$ cat config.mk
export PLATFORM = sky130hd
export DESIGN_NAME = cpu_run_ctrl_flat
export DESIGN_NICKNAME = d
export VERILOG_FILES = /design/src/rtl/cpu_ctrl_pkg.sv /design/src/rtl/cpu_run_ctrl_if.sv /design/src/rtl/cpu_run_ctrl_run_divider.sv /design/src/rtl/cpu_run_ctrl.sv /design/src/flat_wrapper.sv
export SDC_FILE = /design/constraint.sdc
export NUM_CORES = 1
export LEC_CHECK = 0
export CELL_PAD_IN_SITES_DETAIL_PLACEMENT = 2
export CELL_PAD_IN_SITES_GLOBAL_PLACEMENT = 2
export CORE_UTILIZATION = 35
export DETAILED_ROUTE_END_ITERATION = 16
export DONT_BUFFER_PORTS = 1
export GPL_ROUTABILITY_DRIVEN = 0
export PLACE_DENSITY_LB_ADDON = 0.05
export SLEW_MARGIN = 5
export SYNTH_ARGS = -nofsm -noshare
export SYNTH_HDL_FRONTEND = slang
export SYNTH_SLANG_ARGS = --single-unit
$ cat constraint.sdc
create_clock -name clk -period 3.5 [get_ports clk]
set_clock_uncertainty 0.2 [all_clocks]
set_input_delay 0.525 -clock clk [delete_from_list [all_inputs] [get_ports clk]]
set_output_delay 0.525 -clock clk [all_outputs]
set_load 0.02 [all_outputs]
$ cat src/rtl/cpu_ctrl_pkg.sv
// Shared definitions for the CPU run controller: state encoding and the
// reset vector the core starts from after cpu_rst is released.
package cpu_ctrl_pkg;

  typedef enum logic [1:0] {
    ST_INIT = 2'd0,
    ST_HALT = 2'd1,
    ST_RUN  = 2'd2,
    ST_STEP = 2'd3
  } state_e;

  localparam logic [31:0] RESET_VECTOR = 32'h0000_0000;

endpackage : cpu_ctrl_pkg

$ cat src/rtl/cpu_run_ctrl_if.sv
// Control/status bundle between the board-side controller logic and the
// run controller: button pulses, divider ratio, breakpoint and core status.
interface cpu_run_ctrl_if #(
  parameter int DIV_W = 24,
  parameter int CNT_W = 32
) ();

  logic             run_req;
  logic             halt_req;
  logic             step_req;
  logic [DIV_W-1:0] div_ratio;
  logic [31:0]      cpu_pc;
  logic [31:0]      brk_addr;
  logic             brk_valid;
  logic             cpu_clk;
  logic             cpu_rst;
  logic [1:0]       state;
  logic [CNT_W-1:0] instr_cnt;
  logic             brk_hit;

  modport master (
    output run_req, halt_req, step_req, div_ratio, cpu_pc, brk_addr, brk_valid,
    input  cpu_clk, cpu_rst, state, instr_cnt, brk_hit
  );

  modport slave (
    input  run_req, halt_req, step_req, div_ratio, cpu_pc, brk_addr, brk_valid,
    output cpu_clk, cpu_rst, state, instr_cnt, brk_hit
  );

endinterface : cpu_run_ctrl_if

$ cat src/rtl/cpu_run_ctrl_run_divider.sv
// Run-mode divider: counts 0..R with R = max(ratio,1) and flags the compare
// cycle. A ratio change is seen at the next compare; the count only returns
// to 0 on a terminal count or a clear.
module run_divider #(
  parameter int DIV_W = 24
) (
  input  logic             clk,
  input  logic             reset,
  input  logic             clear,
  input  logic             en,
  input  logic [DIV_W-1:0] ratio,
  output logic             tc
);

  logic [DIV_W-1:0] cnt_q, cnt_d;
  logic [DIV_W-1:0] r_eff;

  assign r_eff = (ratio == '0) ? DIV_W'(1) : ratio;
  assign tc    = en && (cnt_q == r_eff);

  // Next count: clear wins, otherwise advance or wrap at terminal count.
  always_comb begin
    // NOTE: every variable gets a default before any branch, so no path
    // through this block can leave it unassigned and infer a latch.
    cnt_d = cnt_q;
    if (clear) begin
      cnt_d = '0;
    end else if (en) begin
      cnt_d = tc ? '0 : cnt_q + DIV_W'(1);
    end
  end

  // Count register with synchronous reset.
  always_ff @(posedge clk) begin
    // NOTE: non-blocking assignments here so every flop samples the values
    // from before the edge, independent of block evaluation order.
    if (reset) cnt_q <= '0;
    else       cnt_q <= cnt_d;
  end

endmodule : run_divider

$ cat src/rtl/cpu_run_ctrl.sv
// Run/halt/single-step sequencer for the single-cycle core's clock.
// Produces the gated cpu_clk pulse train and cpu_rst, counts issued pulses
// and optionally halts on a PC breakpoint.
// Build option: define CPU_RUN_CTRL_BRKPT_EN to enable the breakpoint;
// without it brk_addr/brk_valid are ignored and brk_hit stays 0.
module cpu_run_ctrl
  import cpu_ctrl_pkg::*;
#(
  parameter int DIV_W      = 24,
  parameter int RST_CYCLES = 4,
  parameter int CNT_W      = 32
) (
  input logic           clk,
  input logic           reset,
  cpu_run_ctrl_if.slave bus
);

  localparam int INIT_W = $clog2(RST_CYCLES + 1);

  state_e            state_q, state_d;
  logic              cpu_clk_q, cpu_clk_d;
  logic              cpu_rst_q, cpu_rst_d;
  logic [CNT_W-1:0]  instr_cnt_q, instr_cnt_d;
  logic [INIT_W-1:0] init_cnt_q, init_cnt_d;
  logic              first_q, first_d;     // next RUN pulse is the first one
  logic              brk_hit_q, brk_hit_d;
  logic              div_tc;
  logic              brk_fire;

  run_divider #(.DIV_W(DIV_W)) u_run_divider (
    .clk   (clk),
    .reset (reset),
    .clear (state_q != ST_RUN),
    .en    (state_q == ST_RUN),
    .ratio (bus.div_ratio),
    .tc    (div_tc)
  );

`ifdef CPU_RUN_CTRL_BRKPT_EN
  // The first pulse after entering RUN is exempt so RUN can resume from the
  // PC it stopped on.
  assign brk_fire    = div_tc && bus.brk_valid && (bus.cpu_pc == bus.brk_addr) && !first_q;
  assign bus.brk_hit = brk_hit_q;
`else
  assign brk_fire    = 1'b0;
  assign bus.brk_hit = 1'b0;
  logic unused_brk;
  assign unused_brk = ^{bus.cpu_pc, bus.brk_addr, bus.brk_valid, brk_hit_q};
`endif

  // Next state, pulse shaping and counters.
  always_comb begin
    state_d     = state_q;
    cpu_clk_d   = 1'b0;          // pulses are one cycle wide unless re-asserted
    cpu_rst_d   = cpu_rst_q;
    instr_cnt_d = instr_cnt_q;
    init_cnt_d  = init_cnt_q;
    first_d     = first_q;
    brk_hit_d   = brk_hit_q;

    unique case (state_q)
      ST_INIT: begin
        // Toggle cpu_clk while cpu_rst is held so the core's negedge PC
        // register captures its reset; these edges are not instructions.
        if (init_cnt_q == INIT_W'(RST_CYCLES)) begin
          cpu_rst_d = 1'b0;
          state_d   = ST_HALT;
        end else begin
          cpu_clk_d  = ~cpu_clk_q;
          init_cnt_d = init_cnt_q + INIT_W'(1);
        end
      end

      ST_HALT: begin
        if (bus.halt_req) begin
          state_d = ST_HALT;
        end else if (bus.step_req) begin
          state_d   = ST_STEP;
          brk_hit_d = 1'b0;
        end else if (bus.run_req) begin
          state_d   = ST_RUN;
          first_d   = 1'b1;
          brk_hit_d = 1'b0;
        end
      end

      ST_STEP: begin
        // cpu_clk high means the pulse was issued; otherwise this is the
        // entry cycle, where halt_req may still cancel it.
        if (cpu_clk_q || bus.halt_req) begin
          state_d = ST_HALT;
        end else begin
          cpu_clk_d   = 1'b1;
          instr_cnt_d = instr_cnt_q + CNT_W'(1);
        end
      end

      ST_RUN: begin
        if (brk_fire) brk_hit_d = 1'b1;
        if (bus.halt_req || brk_fire) begin
          state_d = ST_HALT;
        end else if (div_tc) begin
          cpu_clk_d   = 1'b1;
          instr_cnt_d = instr_cnt_q + CNT_W'(1);
          first_d     = 1'b0;
        end
      end

      default: state_d = ST_INIT;
    endcase
  end

  // State and output registers; reset drops any pulse in flight.
  always_ff @(posedge clk) begin
    if (reset) begin
      state_q     <= ST_INIT;
      cpu_clk_q   <= 1'b0;
      cpu_rst_q   <= 1'b1;
      instr_cnt_q <= '0;
      init_cnt_q  <= '0;
      first_q     <= 1'b0;
      brk_hit_q   <= 1'b0;
    end else begin
      state_q     <= state_d;
      cpu_clk_q   <= cpu_clk_d;
      cpu_rst_q   <= cpu_rst_d;
      instr_cnt_q <= instr_cnt_d;
      init_cnt_q  <= init_cnt_d;
      first_q     <= first_d;
      brk_hit_q   <= brk_hit_d;
    end
  end

  assign bus.cpu_clk   = cpu_clk_q;
  assign bus.cpu_rst   = cpu_rst_q;
  assign bus.state     = state_q;
  assign bus.instr_cnt = instr_cnt_q;

endmodule : cpu_run_ctrl

$ cat src/flat_wrapper.sv
// flat-port wrapper written by rule: the top's interface ports become plain ports
module cpu_run_ctrl_flat import cpu_ctrl_pkg::*;
#(
  parameter int DIV_W      = 24,
  parameter int RST_CYCLES = 4,
  parameter int CNT_W      = 32
)
  (clk, reset, bus_run_req, bus_halt_req, bus_step_req, bus_div_ratio, bus_cpu_pc, bus_brk_addr, bus_brk_valid, bus_cpu_clk, bus_cpu_rst, bus_state, bus_instr_cnt, bus_brk_hit);
  cpu_run_ctrl_if #(.DIV_W(DIV_W), .CNT_W(CNT_W)) bus_i ();
  input logic clk;
  input logic reset;
  input wire logic [$bits(bus_i.run_req)-1:0] bus_run_req;
  input wire logic [$bits(bus_i.halt_req)-1:0] bus_halt_req;
  input wire logic [$bits(bus_i.step_req)-1:0] bus_step_req;
  input wire logic [$bits(bus_i.div_ratio)-1:0] bus_div_ratio;
  input wire logic [$bits(bus_i.cpu_pc)-1:0] bus_cpu_pc;
  input wire logic [$bits(bus_i.brk_addr)-1:0] bus_brk_addr;
  input wire logic [$bits(bus_i.brk_valid)-1:0] bus_brk_valid;
  output wire logic [$bits(bus_i.cpu_clk)-1:0] bus_cpu_clk;
  output wire logic [$bits(bus_i.cpu_rst)-1:0] bus_cpu_rst;
  output wire logic [$bits(bus_i.state)-1:0] bus_state;
  output wire logic [$bits(bus_i.instr_cnt)-1:0] bus_instr_cnt;
  output wire logic [$bits(bus_i.brk_hit)-1:0] bus_brk_hit;
  assign bus_i.run_req = bus_run_req;
  assign bus_i.halt_req = bus_halt_req;
  assign bus_i.step_req = bus_step_req;
  assign bus_i.div_ratio = bus_div_ratio;
  assign bus_i.cpu_pc = bus_cpu_pc;
  assign bus_i.brk_addr = bus_brk_addr;
  assign bus_i.brk_valid = bus_brk_valid;
  assign bus_cpu_clk = bus_i.cpu_clk;
  assign bus_cpu_rst = bus_i.cpu_rst;
  assign bus_state = bus_i.state;
  assign bus_instr_cnt = bus_i.instr_cnt;
  assign bus_brk_hit = bus_i.brk_hit;
  cpu_run_ctrl #(.DIV_W(DIV_W), .RST_CYCLES(RST_CYCLES), .CNT_W(CNT_W)) u_core (.clk(clk), .reset(reset), .bus(bus_i));
endmodule
==> results of run 1 <==
power by group through the flow:
stage               Combinational [uW]  Clock (uW)  Sequential, uW
floorplan                          171           0             821
global placement                   198           0             836
detailed placement                 210           0             837
CTS                                211         665             821
global route                       235         695             827
finish                             205         648             819
critical path: stages (launching register included):
cell     delay, ns
dfxtp_1       0.46
xor2_1        0.12
nor4_1        0.39
nand3_1       0.13
or4_4         0.47
and2_4        0.29
or4_1         0.54
a21oi_1       0.15
stage by stage:
| stage | utilization | setup slack, ns |
|---|---|---|
| 6_report | 0.390 | 0.646 |
| 5_1_grt | 0.390 | 0.428 |
| 4_1_cts | 0.390 | 0.643 |
| 3_5_place_dp | 0.369 | 0.353 |
| 3_3_place_gp | 0.369 | 0.389 |
| 2_1_floorplan | - | 0.636 |
metal layers:
layer / share of wire / track usage / up-vias / wire (um)
met5: 0 / 0 / - / 0
met2: 0.48 / 0.335 / 57 / 4560
met4: 0.017 / 0.0826 / 0 / 162
met3: 0.051 / 0.0513 / 11 / 483
met1: 0.45 / 0.247 / 1469 / 4280
li1: - / - / 1421 / -
cell families after synthesis:
| group | Yosys count |
|---|---|
| AOI/OAI and AO/OA | 67 |
| DFF | 63 |
| muxes | 1 |
| buffers and inverters | 31 |
| and+or+nand+nor | 181 |
| adders and majority gates | 4 |
| xor gates and xnor gates | 50 |
| other | 1 |
cells in the final DEF (no fill, tap or decap), types with 6 or more instances in the layout:
cell type	instances
clkbuf_8	9
nor3_1	6
nor4_1	8
or4_1	15
xnor2_1	17
inv_1	13
o21ai_0	9
nand2_1	21
xor2_1	33
nor2_1	50
nand3_1	25
and3_1	7
o31ai_1	16
a21oi_1	34
dfxtp_1	63
nand4_1	15
nor4_2	6
buf_4	6
or3_1	12
path summary, 6_finish.rpt:
| path | cells past startpoint | endpoint | slack, ns | from |
|---|---|---|---|---|
| hold reg to reg | 1 | u_core.u_run_divider.cnt_q[0]$_SDFFE_PP0P_ | 0.32 | u_core.u_run_divider.cnt_q[0]$_SDFFE_PP0P_ |
| setup reg to reg | 7 | u_core.bus.instr_cnt[22]$_SDFFE_PP0P_ | 0.65 | u_core.u_run_divider.cnt_q[16]$_SDFFE_PP0P_ |
| setup / recovery | 7 | u_core.bus.instr_cnt[22]$_SDFFE_PP0P_ | 0.65 | u_core.u_run_divider.cnt_q[16]$_SDFFE_PP0P_ |
| hold / removal | 1 | u_core.bus.instr_cnt[10]$_SDFFE_PP0P_ | 0.02 | reset |
state kept, by name, summed over array words and instances, names as in the netlist:
register,cells
u_core.bus.instr_cnt,32
u_core.bus.state,2
u_core.init_cnt_q,3
u_core.bus.cpu_clk,1
u_core.u_run_divider.cnt_q,24
u_core.bus.cpu_rst,1
cell type report:
type	instances	area, um^2
clock inverters	5	57.6
inverters	13	48.8
clock buffers	11	131
repair buffers	6	45.0
multi-input cells	304	1900
flip-flops and latches	63	1260
fillers	1064	5610
well taps	111	139
==> qor_table.md, run 1 <==
| Metric | Reported |
|:---|:---|
| Highest Clock Rate | 350 MHz |
| CTS Buf Count | 9 |
| Via count of the routed design | 2958 |
| Syn Std Cell Area | 3310 um^2 |
| Remaining antenna violation count after routing | 0 |
| Number of buffers added on ports | 0 |
| Die height | 99.2 um |
| Number of enable-type register cells in the synthesized netlist | 0 |
| Worst EP arrival | 2.94 ns |
| Initial antenna violation count | 0 |
| Avg WL per Cell | 18.5 um |
| Adder-cell share of the synthesized area | 0.0151 |
| Fin area | 3590 um^2 |
| CTS tree | yes |
| Final hold violation count | 0 |
| First-pass GRT wire length | 15400 um |
| Number of endpoints failing setup at the final stage | 0 |
| Leak pwr | 0.00113 uW |
| Critical path required time | 3.59 ns |
| Number of buffers on the longest clock path | 2 |
| Part of the total power dissipated in the clock network | 0.388 |
| Post-layout total power | 1670 uW |
| Worst IR Drop VDD | 0.276 mV |
| Fraction of power consumed by sequential logic | 0.490 |
| Fraction of layout cells with a size suffix above 1 | 0.0821 |
| Growth of design area from synthesis to finish | 8.44% |
| Number of vias per cell | 5.77 |
| Number of rows in the core area | 35 |
| Number of gates given a new drive strength after cts | 0 |
| Fraction of synthesized area in multiplexers | 0.00303 |
| Number of cells in the finished layout apart from fillers | 513 |
| Post-synth top area cell | dfxtp_1 |
| Max-slew violation count | 0 |
| Count of distinct cell types in the synthesized netlist | 39 |
| Setup CP Type | register to register |
| X dimension of the die | 99.2 um |
| Cell with the most instances after synthesis | dfxtp_1 |
| Share of synthesized cell area in and, or, nand and nor gates | 0.303 |
| Run status | finished clean |
| Combined global-route utilization of all metal layers | 0.201 |
| Post-detailed-placement half-perimeter wirelength | 6860 um |
| Clock net sink count | 63 |
| Proportion of power drawn by combinational gates | 0.123 |
| Post-synthesis sequential area ratio | 0.381 |
| Kind of launch point of the worst setup path | register |
| Number of hold buffers added after cts | 0 |
| CTS H-Tree Depth | 3 |
| Complex-gate fraction of the synthesized area | 0.121 |
| Worst rel slew slack | 0.339 |
| Setup repair after global routing missed its margin | no |
| Total wire length after detailed routing | 9480 um |
| Switching portion of total power | 0.306 |
| Number of nets produced by synthesis | 496 |
| Via count of the first global-routing pass | 3040 |
| Area fraction of the dominant cell type after synthesis | 0.381 |
| Starting density of the core | 0.360 |
| Top FF cell, synth | dfxtp_1 |
| Crit-path max FO | 51 |
| Synth Register Bits | 63 |
| Proportion of synthesized flip-flops having asynchronous set or reset | 0 |
| Switching component of the power | 512 uW |
| Buffers inserted by post-CTS timing repair | 0 |
| Total placed cells including tap cells | 497 |
| Number of detailed-routing iterations run before antenna repair | 4 |
| Leading cell types by total area after synthesis | dfxtp_1 (38%), xor2_1 (8.7%), nor2_1 (5.7%) |
| Total of warnings raised by yosys | 0 |
| Count of antenna diodes in the layout | 0 |
| Synthesized area per cell | 8.31 um^2 |
| Leading cell types by count after synthesis | dfxtp_1 (63), nor2_1 (50), a21oi_1 (34) |
| Number of nets in the layout | 495 |
| Minimum clock period | 2.85 ns |
| Total power density per cell area | 466 nW/um^2 |
| Final hold slack | 0.0227 ns |
| Cell at the root of the clock tree | clkbuf_8 |
| Crit path capture type | register |
| Starting DRC count in detailed routing | 70 |
| Full die area | 9840 um^2 |
| Count of boundary I/O pins | 131 |
| Max-cap viol count | 0 |
| Pint | 1160 uW |
| Gate count of the mapped netlist | 398 |
| Pin count of the biggest net entering global routing | 52 |
| Reg clk slew, reported paths | 0.08 ns |
| Largest family of logic cells by synthesized area | simple AND/OR/NAND/NOR gates |
| Final critical-path share of the clock period | 0.815 |
| Worst min-delay path class | input pin to register |
| Parity-gate share of the synthesized area counting xor and xnor cells | 0.132 |
| Final TNS setup | 0 ns |
| Latest clock arrival within the worst-skew pair | 0.36 ns |
| DRC violation count after routing | 0 |
| Floorplan core area | 9200 um^2 |
| Total gr overflow | 0 |
| Tightest Pin Transition | 0.986 ns |
| Post-place instance area | 3400 um^2 |
(Power assumes the default switching activity.)
==> run 2, diff against run 1 <==
Settings changed: CORE_UTILIZATION 35 to 31.
Clock period 3.5 ns to 2.3 ns, I/O delays scaled along.
==> qor_table.md, run 2 (same netlist as run 1, synthesis figures left out) <==
| Metric | Reported |
|:---|:---|
| Run status | finished with violations |
| Violated checks | hold timing, setup timing |
| Part of the total power dissipated in the clock network | 0.403 |
| Pin count of the biggest net entering global routing | 41 |
| Full die area | 11100 um^2 |
| Switching portion of total power | 0.272 |
| Number of flip-flops in the largest register | 32 |
| Pint | 2190 uW |
| Minimum clock period | 2.61 ns |
| Utilization after layout | 0.463 |
| Number of rows in the core area | 37 |
| Starting density of the core | 0.320 |
| Critical path required time | 2.39 ns |
| Post-detailed-placement half-perimeter wirelength | 8100 um |
| Setup CP Type | register to register |
| Fraction of layout cells with a size suffix above 1 | 0.355 |
| Floorplan core area | 10300 um^2 |
| Number of vias per cell | 5.39 |
| Startpoint of the worst setup timing path | u_core.u_run_divider.cnt_q[18]$_SDFFE_PP0P_ |
| Cell at the root of the clock tree | clkbuf_8 |
| Number of endpoints failing setup at the final stage | 31 |
| Final hold slack | -0.153 ns |
| Clock net sink count | 63 |
| Setup slack of the critical path after layout | -0.308 ns |
| Setup repair after global routing missed its margin | yes |
| Growth of design area from synthesis to finish | 44.6% |
| Max-cap viol count | 0 |
| Via count of the routed design | 3391 |
| Reg clk slew, reported paths | 0.08 ns |
| X dimension of the die | 105 um |
| Number of cells in the finished layout apart from fillers | 629 |
| Switching component of the power | 817 uW |
| Count of boundary I/O pins | 131 |
| CTS tree | yes |
| Crit-path max FO | 8 |
| Total power density per cell area | 628 nW/um^2 |
| Starting DRC count in detailed routing | 76 |
| Total wire length after detailed routing | 11900 um |
| Fin area | 4780 um^2 |
| Worst min-delay path class | input pin to register |
| Worst EP arrival | 2.69 ns |
| Post-place instance area | 4020 um^2 |
| Proportion of power drawn by combinational gates | 0.202 |
| Initial antenna violation count | 0 |
| Avg WL per Cell | 18.9 um |
| Worst path cell trace | xor2_1 -> nor4_2 -> nand3_1 -> or4_4 -> and2_4 -> or4_4 -> a21oi_2 |
| Worst IR Drop VDD | 0.282 mV |
| Die height | 105 um |
| Latest clock arrival within the worst-skew pair | 0.35 ns |
| Library cell contributing the largest single delay on the critical path | or4_4 |
| Fraction of power consumed by sequential logic | 0.395 |
| Number of detailed-routing iterations run before antenna repair | 5 |
| Number of buffers added on ports | 0 |
| Via count of the first global-routing pass | 3739 |
| CTS H-Tree Depth | 3 |
| Startpoint of the most critical hold path | reset |
| Number of buffers on the longest clock path | 2 |
| Crit path capture type | register |
| Count of antenna diodes in the layout | 0 |
| First-pass GRT wire length | 18900 um |
| Number of nets in the layout | 586 |
| Family with the most delay on the worst path | simple AND/OR/NAND/NOR gates |
| Remaining antenna violation count after routing | 0 |
| Final hold violation count | 33 |
| Critical Path Most Common Cell | or4_4 |
| Post-layout total power | 3000 uW |
| Stage delay of the slowest cell on the critical path | 0.55 ns |
| Launching point of the worst reg2reg path | u_core.u_run_divider.cnt_q[18]$_SDFFE_PP0P_ |
| Leading cell types in the layout, fill and taps excluded | buf_4 (79), dfxtp_1 (57), nor2_1 (49), xor2_1 (31), nand3_1 (25) |
| DRC violation count after routing | 0 |
| Max-slew violation count | 0 |
| Final critical-path share of the clock period | 1.13 |
| Total gr overflow | 0 |
| Combined global-route utilization of all metal layers | 0.220 |
| Kind of launch point of the worst setup path | register |
| Most frequent standard cell in the layout excluding fill and tap cells | buf_4 |
| Highest Clock Rate | 383 MHz |
| Sum of buffers and inverters on the critical path | 0 |
| Leak pwr | 0.00172 uW |
| Total placed cells including tap cells | 592 |
| Place WS | -0.436 ns |
| CTS Buf Count | 9 |
==> run 2: layer usage <==
layer | track usage | vias up | share of wire
li1 | - | 1605 | -
met1 | 0.246 | 1694 | 0.41
met2 | 0.403 | 75 | 0.53
met3 | 0.0550 | 17 | 0.042
met4 | 0.0765 | 0 | 0.018
met5 | 0 | - | 0
==> run 2: cell type report <==
type / count / area, um^2
sequential: 63 / 1270
timing repair buffer: 95 / 778
clock inverter: 3 / 90.1
tap: 136 / 170
inverter: 13 / 48.8
clock buffer: 13 / 149
fill: 1136 / 5540
multi-input combinational: 306 / 2280
==> run 2: per-stage QoR <==
| step | hold WS, ns | TNS [ns] |
|---|---|---|
| floorplan | 0.260 | -6.96 |
| global placement | 0.213 | -8.74 |
| detailed placement | 0.220 | -10.02 |
| CTS | -0.175 | -7.47 |
| global route | -0.183 | -10.65 |
| finish | -0.153 | -6.78 |
==> run 2: final timing paths <==
path                                          endpoint  slack, ns  depth (start not counted)
hold / removal    u_core.bus.instr_cnt[3]$_SDFFE_PP0P_      -0.15                          1
hold reg to reg   u_core.bus.instr_cnt[1]$_SDFFE_PP0P_       0.31                          2
setup / recovery  u_core.bus.instr_cnt[9]$_SDFFE_PP0P_      -0.31                          7
setup reg to reg  u_core.bus.instr_cnt[9]$_SDFFE_PP0P_      -0.31                          7
==> run 2: power by group through the flow <==
stage / Sequential (uW) / Combinational [uW] / Clock (uW)
after floorplan: 1250 / 265 / 0
after global placement: 1200 / 459 / 0
after detailed placement: 1210 / 476 / 0
after CTS: 1180 / 567 / 1240
after global routing: 1190 / 666 / 1300
final: 1180 / 606 / 1210
==> run 2: timing repair <==
action                                  CTS  global route
cloned                                    2             0
pin swaps                                40            12
hold buffers                              5             1
endpoints found under the hold margin    39            34
setup buffers                             9             6
resized for setup                        35            44
endpoints found under the setup margin   33            39
==> run 3, diff against run 2 <==
Settings changed: CORE_MARGIN set to 3.
==> qor_table.md, run 3 (same netlist as run 1, synthesis figures left out) <==
| Metric | Reported |
|:---|:---|
| Run status | finished with violations |
| Violated checks | hold timing, setup timing |
| Worst Hold Depth | 1 |
| Minimum clock period | 2.70 ns |
| Total gr overflow | 0 |
| Crit-path max FO | 8 |
| Full die area | 11900 um^2 |
| Count of boundary I/O pins | 131 |
| CTS tree | yes |
| CTS Buf Count | 9 |
| Starting density of the core | 0.319 |
| Worst min-delay path class | input pin to register |
| End point of the worst hold path | u_core.bus.instr_cnt[4]$_SDFFE_PP0P_ |
| Reg clk slew, reported paths | 0.08 ns |
| Avg WL per Cell | 19.1 um |
| Number of rows in the core area | 37 |
| Highest Clock Rate | 370 MHz |
| Total wire length after detailed routing | 11900 um |
| Initial antenna violation count | 0 |
| Setup slack of the critical path after layout | -0.402 ns |
| Post-detailed-placement half-perimeter wirelength | 8400 um |
| End of the worst register-to-register path | u_core.bus.instr_cnt[17]$_SDFFE_PP0P_ |
| Combined global-route utilization of all metal layers | 0.202 |
| Number of vias per cell | 5.26 |
| Final hold violation count | 38 |
| Critical path required time | 2.39 ns |
| Worst reg2reg path depth | 8 |
| Setup CP Type | register to register |
| Cell at the root of the clock tree | clkbuf_8 |
| Met1 track demand over resource in global routing | 0.233 |
| Number of hold buffers added after cts | 1 |
| DRC violation count after routing | 0 |
| CTS H-Tree Depth | 3 |
| Kind of launch point of the worst setup path | register |
| Total power density per cell area | 611 nW/um^2 |
| Via count of the first global-routing pass | 3622 |
| Leak pwr | 0.00164 uW |
| Clock net sink count | 63 |
| Final hold slack | -0.160 ns |
| Post-layout total power | 2810 uW |
| Floorplan core area | 10400 um^2 |
| Latest clock arrival within the worst-skew pair | 0.36 ns |
| Number of detailed-routing iterations run before antenna repair | 4 |
| Starting DRC count in detailed routing | 148 |
| X dimension of the die | 109 um |
| First-pass GRT wire length | 18400 um |
| Number of buffers added on ports | 0 |
| Count of antenna diodes in the layout | 0 |
| Place WS | -0.512 ns |
| Number of endpoints failing setup at the final stage | 31 |
| Setup repair after global routing missed its margin | yes |
| Number of nets in the layout | 577 |
| Met3 track demand over resource | 0.0414 |
| Max-cap viol count | 0 |
| Worst EP arrival | 2.79 ns |
| Layer carrying the most global-route usage | met2 |
| Growth of design area from synthesis to finish | 39.2% |
| Most frequent standard cell in the layout excluding fill and tap cells | buf_4 |
| Leading cell types in the layout, fill and taps excluded | buf_4 (79), dfxtp_1 (59), nor2_1 (49), xor2_1 (32), nand3_1 (24) |
| Grt met2 use | 0.368 |
| Final critical-path share of the clock period | 1.17 |
| Worst IR Drop VDD | 0.279 mV |
| Remaining antenna violation count after routing | 0 |
| Number of buffers on the longest clock path | 2 |
| Pin count of the biggest net entering global routing | 41 |
| Fraction of layout cells with a size suffix above 1 | 0.351 |
| Launching point of the worst reg2reg path | u_core.u_run_divider.cnt_q[16]$_SDFFE_PP0P_ |
| Crit path capture type | register |
| Max-slew violation count | 0 |
| R2r setup slk | -0.40 ns |
| Startpoint of the most critical hold path | reset |
| Via count of the routed design | 3262 |
| Number of flip-flops in the largest register | 32 |
| Die height | 109 um |
run 3: cell count changes in the layout (fill, tap and decap cells not counted), sizes merged:
cell         change
dlygate4sd3      -5
buf              -4
clkbuf           -3
clkinv           +4
bufinv           -1
run 3: what timing repair did:
| item | 4_1_cts | 5_1_grt |
|---|---|---|
| pin swaps | 27 | 18 |
| cloned | 2 | 0 |
| hold endpoints to repair | 39 | 38 |
| buffers inserted | 3 | 4 |
| resized for setup | 24 | 39 |
| setup endpoints to repair | 33 | 51 |
run 3: worst max-delay path, cell delays in order, from the launching register on:
cell	delay, ns
dfxtp_1	0.33
xor2_1	0.17
nor4_2	0.29
buf_4	0.17
nand3_2	0.06
or4_4	0.54
and2_4	0.21
or4_4	0.54
a21oi_2	0.13
run 3: cell type report:
type                    instances  area [um^2]
fillers                      1168         5770
clock buffers                  10          138
inverters                      13         48.8
clock inverters                 6         83.8
multi-input cells             306         2220
repair buffers                 86          671
well taps                     136          170
flip-flops and latches         63         1270
run 3: per-layer routing:
metal	up-vias	routed length, um
met5	-	0
met4	0	220
met3	13	512
met2	59	6110
met1	1606	5020
li1	1584	-
run 3: how the worst max path moves through the flow:
stage,start,slack (ns),cells past startpoint,end
floorplan,bus_div_ratio[13],-0.37,9,u_core.bus.instr_cnt[10]$_SDFFE_PP0P_
global placement,bus_div_ratio[15],-0.40,7,u_core.bus.instr_cnt[11]$_SDFFE_PP0P_
detailed placement,bus_div_ratio[15],-0.51,7,u_core.bus.instr_cnt[17]$_SDFFE_PP0P_
CTS,u_core.u_run_divider.cnt_q[10]$_SDFFE_PP0P_,-0.40,8,u_core.bus.instr_cnt[17]$_SDFFE_PP0P_
global route,u_core.u_run_divider.cnt_q[18]$_SDFFE_PP0P_,-0.50,7,u_core.bus.instr_cnt[17]$_SDFFE_PP0P_
finish,u_core.u_run_divider.cnt_q[16]$_SDFFE_PP0P_,-0.40,8,u_core.bus.instr_cnt[17]$_SDFFE_PP0P_
run 3: through the flow:
step                      instance area [um^2]  utilization  TNS (ns)  instances
after floorplan                           3380            -     -6.96        398
after global placement                    4030        0.389    -10.28        594
after detailed placement                  4030        0.389    -12.43        594
after CTS                                 4410        0.425     -8.46        616
after global routing                      4600        0.444    -11.73        620
final                                     4600        0.444     -8.62        620
run 3: report_power, final:
group          leakage, uW  switching (uW)  internal (uW)
sequential        0.000511            37.3           1140
combinational      0.00102             304            214
clock             0.000116             481            636
